--- src/rtl/alu_exec_ctrl.sv ---
// alu_exec_ctrl
//   Execute-stage controller for an external combinational 8-bit add/subtract
//   ALU. Accepts one instruction at a time (valid/ready), registers the ALU
//   operands, captures the ALU result and flags, then writes the result back
//   into a 4-entry register file and updates the {C, O, Z} flag register.
//   One instruction takes three cycles: IDLE (accept) -> EXEC -> WB.
//
// Ports
//   clk, rst_n            clock, asynchronous active-low reset
//   instr_valid/ready     instruction handshake (ready only in IDLE)
//   instr_opc             00 LDI, 01 ADD, 10 SUB, 11 MOV
//   instr_rd/rs1/rs2      destination and source register addresses
//   instr_imm             immediate for LDI
//   alu_a, alu_b, alu_op  registered ALU operands / op (1 = add, 0 = sub)
//   alu_out, alu_flag_c/o ALU result (bit 8 unused here) and flags
//   done, result          write-back pulse and the value being written
//   flags                 {C, O, Z}
//   dbg_addr, dbg_data    combinational register-file read port

module alu_exec_ctrl #(
  parameter int NREGS = 4,
  parameter int W     = 8
) (
  input  logic         clk,
  input  logic         rst_n,
  input  logic         instr_valid,
  output logic         instr_ready,
  input  logic [1:0]   instr_opc,
  input  logic [1:0]   instr_rd,
  input  logic [1:0]   instr_rs1,
  input  logic [1:0]   instr_rs2,
  input  logic [W-1:0] instr_imm,
  output logic [W-1:0] alu_a,
  output logic [W-1:0] alu_b,
  output logic         alu_op,
  input  logic [W:0]   alu_out,
  input  logic         alu_flag_c,
  input  logic         alu_flag_o,
  output logic         done,
  output logic [W-1:0] result,
  output logic [2:0]   flags,
  input  logic [1:0]   dbg_addr,
  output logic [W-1:0] dbg_data
);

  localparam logic [1:0] OPC_LDI = 2'b00;
  localparam logic [1:0] OPC_ADD = 2'b01;
  localparam logic [1:0] OPC_SUB = 2'b10;
  localparam logic [1:0] OPC_MOV = 2'b11;

  typedef enum logic [1:0] {S_IDLE, S_EXEC, S_WB} state_t;

  state_t         state_reg, state_next;
  logic [1:0]     opc_reg, rd_reg;
  logic [W-1:0]   a_reg, b_reg, a_next, b_next;
  logic           op_reg, op_next;
  logic [W-1:0]   result_reg;
  logic           c_reg, o_reg;
  logic [2:0]     flags_reg;
  logic [W-1:0]   rf_reg [NREGS];
  logic           accept;
  logic           wb_arith;

  // The carry/borrow is taken from alu_flag_c, so alu_out[8] is not used.
  logic           unused_alu_msb;
  assign unused_alu_msb = alu_out[W];

  // ---------------------------------------------------------------- FSM
  always_ff @(posedge clk or negedge rst_n) begin
    if (!rst_n) state_reg <= S_IDLE;
    else        state_reg <= state_next;
  end

  always_comb begin
    state_next  = state_reg;
    instr_ready = 1'b0;
    done        = 1'b0;
    case (state_reg)
      S_IDLE: begin
        instr_ready = 1'b1;
        if (instr_valid) state_next = S_EXEC;
      end
      S_EXEC: state_next = S_WB;
      S_WB: begin
        done       = 1'b1;
        state_next = S_IDLE;
      end
      default: state_next = S_IDLE;
    endcase
  end

  assign accept   = instr_valid & instr_ready;
  assign wb_arith = (state_reg == S_WB) && ((opc_reg == OPC_ADD) || (opc_reg == OPC_SUB));

  // ------------------------------------------------------ operand select
  // Operands are read from the register file at accept time; a pending
  // write-back can never collide because accepts only happen in IDLE.
  always_comb begin
    a_next  = rf_reg[instr_rs1];
    b_next  = rf_reg[instr_rs2];
    op_next = 1'b1;
    case (instr_opc)
      OPC_LDI: begin
        a_next = instr_imm;
        b_next = '0;
      end
      OPC_SUB: op_next = 1'b0;
      OPC_MOV: b_next = '0;
      default: ;
    endcase
  end

  // ------------------------------------------------------ datapath regs
  always_ff @(posedge clk or negedge rst_n) begin
    if (!rst_n) begin
      a_reg      <= '0;
      b_reg      <= '0;
      op_reg     <= 1'b0;
      opc_reg    <= OPC_LDI;
      rd_reg     <= '0;
      result_reg <= '0;
      c_reg      <= 1'b0;
      o_reg      <= 1'b0;
      flags_reg  <= '0;
    end else begin
      if (accept) begin
        a_reg   <= a_next;
        b_reg   <= b_next;
        op_reg  <= op_next;
        opc_reg <= instr_opc;
        rd_reg  <= instr_rd;
      end
      if (state_reg == S_EXEC) begin
        result_reg <= alu_out[W-1:0];
        c_reg      <= alu_flag_c;
        o_reg      <= alu_flag_o;
      end
      // LDI/MOV leave the flags untouched.
      if (wb_arith) flags_reg <= {c_reg, o_reg, (result_reg == '0)};
    end
  end

  // ------------------------------------------------------- register file
  genvar gi;
  generate
    for (gi = 0; gi < NREGS; gi++) begin : g_rf
      localparam logic [1:0] IDX = 2'(gi);
      always_ff @(posedge clk or negedge rst_n) begin
        if (!rst_n)                                   rf_reg[gi] <= '0;
        else if ((state_reg == S_WB) && (rd_reg == IDX)) rf_reg[gi] <= result_reg;
      end
    end
  endgenerate

  assign alu_a    = a_reg;
  assign alu_b    = b_reg;
  assign alu_op   = op_reg;
  assign result   = result_reg;
  assign flags    = flags_reg;
  assign dbg_data = rf_reg[dbg_addr];

endmodule
--- config.mk ---
export PLATFORM = sky130hd
export DESIGN_NAME = alu_exec_ctrl
export DESIGN_NICKNAME = d
export VERILOG_FILES = /design/src/rtl/alu_exec_ctrl.sv
export SDC_FILE = /design/constraint.sdc
export NUM_CORES = 1
export LEC_CHECK = 0
export CORE_MARGIN = 3
export CORE_UTILIZATION = 45
export CTS_CLUSTER_SIZE = 24
export DETAILED_ROUTE_END_ITERATION = 8
export PLACE_DENSITY_LB_ADDON = 0.08
export SLEW_MARGIN = 20
export SYNTH_ARGS = -nofsm -noshare
export SYNTH_HDL_FRONTEND = slang
export SYNTH_SLANG_ARGS = --single-unit
--- constraint.sdc ---
create_clock -name clk -period 3.61 [get_ports clk]
set_clock_uncertainty 0.2 [all_clocks]
set_input_delay 0.361 -clock clk [delete_from_list [all_inputs] [get_ports clk]]
set_output_delay 0.361 -clock clk [all_outputs]
set_load 0.01 [all_outputs]
==> results.toml <==
[sta]
min_period_over_period_pct = 73.2
drv_slew = 0
slew_headroom_pct = 58.0
rsz0062_at_grt = "no"
tightest_slew_ns = 0.628
hold_viol_final = 0
fin_setup_tns_ns = 0
fmax_mhz = 378
setup_violations = 0
fin_crit_ns = 2.64
layout_setup_ws_ns = 0.967

[min_path]
hold_class = "primary input to asynchronous set/reset pin"

[clock_network]
cts_tree = "yes"
clk_latency_ns = 0.35
clk_path_buf_depth = 2
cts_max_level = 3
clk_pin_slew_worst_paths_ns = 0.07
numCtsBuffers = 9
clock-sinks = 68
root_buffer = "clkbuf_8"

[power_and_ir_drop]
p_sw_share_pct = 31.0
power_density_nw_per_um2 = 752
pwr-share-seq_pct = 43.1
power_switching_uw = 981
p_comb_share_pct = 36.9
p_int_uw = 2180
p_clk_share_pct = 20.0
p_leak_uw = 0.00175
ir_worst_vdd_uv = 447

[global_routing]
grt_pass1_wl_mm = 11.8
antenna_found_initial = 0
overflow = 0
grt_max_degree = 32
grt.met3_usage_pct = 4.33
grt_use_met1_pct = 27.6
busiest_layer = "met1"
grtUsageMet2_pct = 27.1
grt_pass1_vias = 2123
grt.total_usage_pct = 18.8

[drt]
wirelength_mm = 7.13
drt_iter0_drc = 86
vias = 2069
drc = 0
antenna_left = 0
firstDrtPassIters = 4
wl_per_cell_microns = 18.5
routed_via_density = 5.36

[synthesis]
syn_nets = 250
async_flop_share_pct = 100
synth-edff-count = 0
synth_top_cell_by_area = "dfrtp_1"
synth_ff_type = "dfrtp_1"
synthCells = 216
yosysTopAreaCellShare_pct = 52.6
ys_seq_area_share_pct = 52.6
synth-seq-cells = 68
synth.cell_area_sq_um = 3240
syn_avg_cell_area_sq_um = 15.0
synth.area.top_cells = "dfrtp_1 (53%), mux4_2 (17%), mux2_2 (14%)"
yosys_warnings = 0
yosysUniqueCellTypes = 26

[cells_and_area]
fill_cells = 541
insertedDiodeCount = 0
fin_nets = 319
area_growth_pct = 29.9
seq_area_sq_um = 1700
final_util_pct = 61.2
multi_input_comb_area_sq_um = 1440
drive_gt1_share_pct = 30.3
largest_reg_flops = 32

[die]
die_w_microns = 90.8
start_util_pct = 47.1
die-area_sq_um = 8240
die_y_microns = 90.8
core_area_sq_um = 6870
io_pins = 70
row_count = 30

[critical_path]
crit_chain = "clkdlybuf4s50_1, buf_4, mux4_2, clkdlybuf4s50_1"
crit_path_max_incr_delay_ns = 0.55
cp-end-kind = "primary output"
start_kind = "primary input"
path_class = "primary input to primary output"
cp.arrival_ns = 2.08
critPathMaxFanout = 8
path_common_cell = "clkdlybuf4s50_1"
cpMaxStageDelayCell = "mux4_2"
cp.required_ns = 3.05

[placed_design]
hpwl_mm = 4.97
port_buffers = 68
pre_cts_ws_ns = 0.960
gp_congestion = 0.754

[flow_run]
max_cap_violations = 0

[outcome]
status = "completed"
==> final timing paths <==
kind / from / endpoint / slack (ns) / cells past startpoint
max in group asynchronous: rst_n / rf_reg[11] / 2.40 / 3
min in group clk: alu_op / alu_op / 0.28 / 2
worst max-delay path: dbg_addr[0] / dbg_data[6] / 0.97 / 4
worst min-delay path: rst_n / alu_b[6] / 0.18 / 2
worst min register to register: alu_op / alu_op / 0.28 / 2
worst max register to register: state_reg[0] / rf_reg[19] / 1.55 / 3
==> repair_timing <==
| action | in CTS | in global routing |
|---|---|---|
| setup buffers | 0 | 0 |
| hold buffers | 1 | 0 |
| gates resized for setup | 0 | 0 |
| hold endpoints to repair | 18 | 0 |
==> power by group through the flow <==
stage	clock [uW]	sequential, uW	combinational [uW]
floorplan	0	1350	632
global placement	0	1360	1150
detailed placement	0	1370	1170
CTS	651	1360	1180
global route	681	1420	1250
finish	633	1360	1160
==> synthesized netlist by cell type (all sizes together), types with 2 or more instances <==
library cell	number
nand2	10
a22o	8
nor4	2
a21oi	8
o21ai	3
mux2	44
mux2i	8
clkbuf	2
nor2	9
nor2b	2
dfrtp	68
and3b	2
buf	14
ha	2
inv	3
mux4	24
==> final cells by class <==
class	count	area share, %
sequential	68	40.5
multi-input combinational	129	34.4
timing repair buffer	74	17.2
clock buffer	10	3.28
tap	96	2.86
clock inverter	6	1.52
inverter	3	0.268
==> worst max-delay path: cells and delay by family <==
family	cells	cell delay, ns
muxes	1	0.55
buffers and inverters	3	1.17
==> layout by cell type (no fill, tap or decap), drive strengths merged <==
master and n:
nor4 2, a21bo 1, nand3 1, clkdlybuf4s50 67, a22o 8, o21ai 3, nor2 9, clkinv 3
dlygate4sd3 1, inv 3, buf 6, xor2 1, clkinvlp 2, ha 2, or3b 1, mux2i 8
mux4 24, a21oi 8, nor2b 2, and2 1, nand4 1, nor3b 1, dfrtp 68, mux2 44
and3b 2, bufinv 1, clkbuf 10, nand2 10
==> routing by layer <==
layer | vias up | wire [microns]
li1 | 953 | -
met1 | 1048 | 3390
met2 | 56 | 3220
met3 | 12 | 387
met4 | 0 | 128
met5 | - | 0
==> per-stage QoR <==
| step | hold WS [ns] | total power [uW] | instance area [sq um] | instances |
|---|---|---|---|---|
| 2_1_floorplan | -0.135 | 1980 | 3240 | 216 |
| 5_1_grt | 0.214 | 3350 | 4200 | 386 |
| 6_report | 0.178 | 3160 | 4200 | 386 |
| 3_3_place_gp | 0.00731 | 2510 | 3990 | 369 |
| 3_5_place_dp | 0.00760 | 2540 | 3990 | 369 |
| 4_1_cts | 0.174 | 3190 | 4200 | 386 |
==> cells by family after synthesis <==
group / synth area share (%)
flip-flops: 52.6
multiplexers: 34.5
AO/OA/AOI/OAI: 4.18
adder cells (fa/ha/maj): 0.773
AND/OR/NAND/NOR: 4.91
XOR/XNOR: 0.271
buffers and inverters: 2.78
Power figures use the tool's default switching activity.
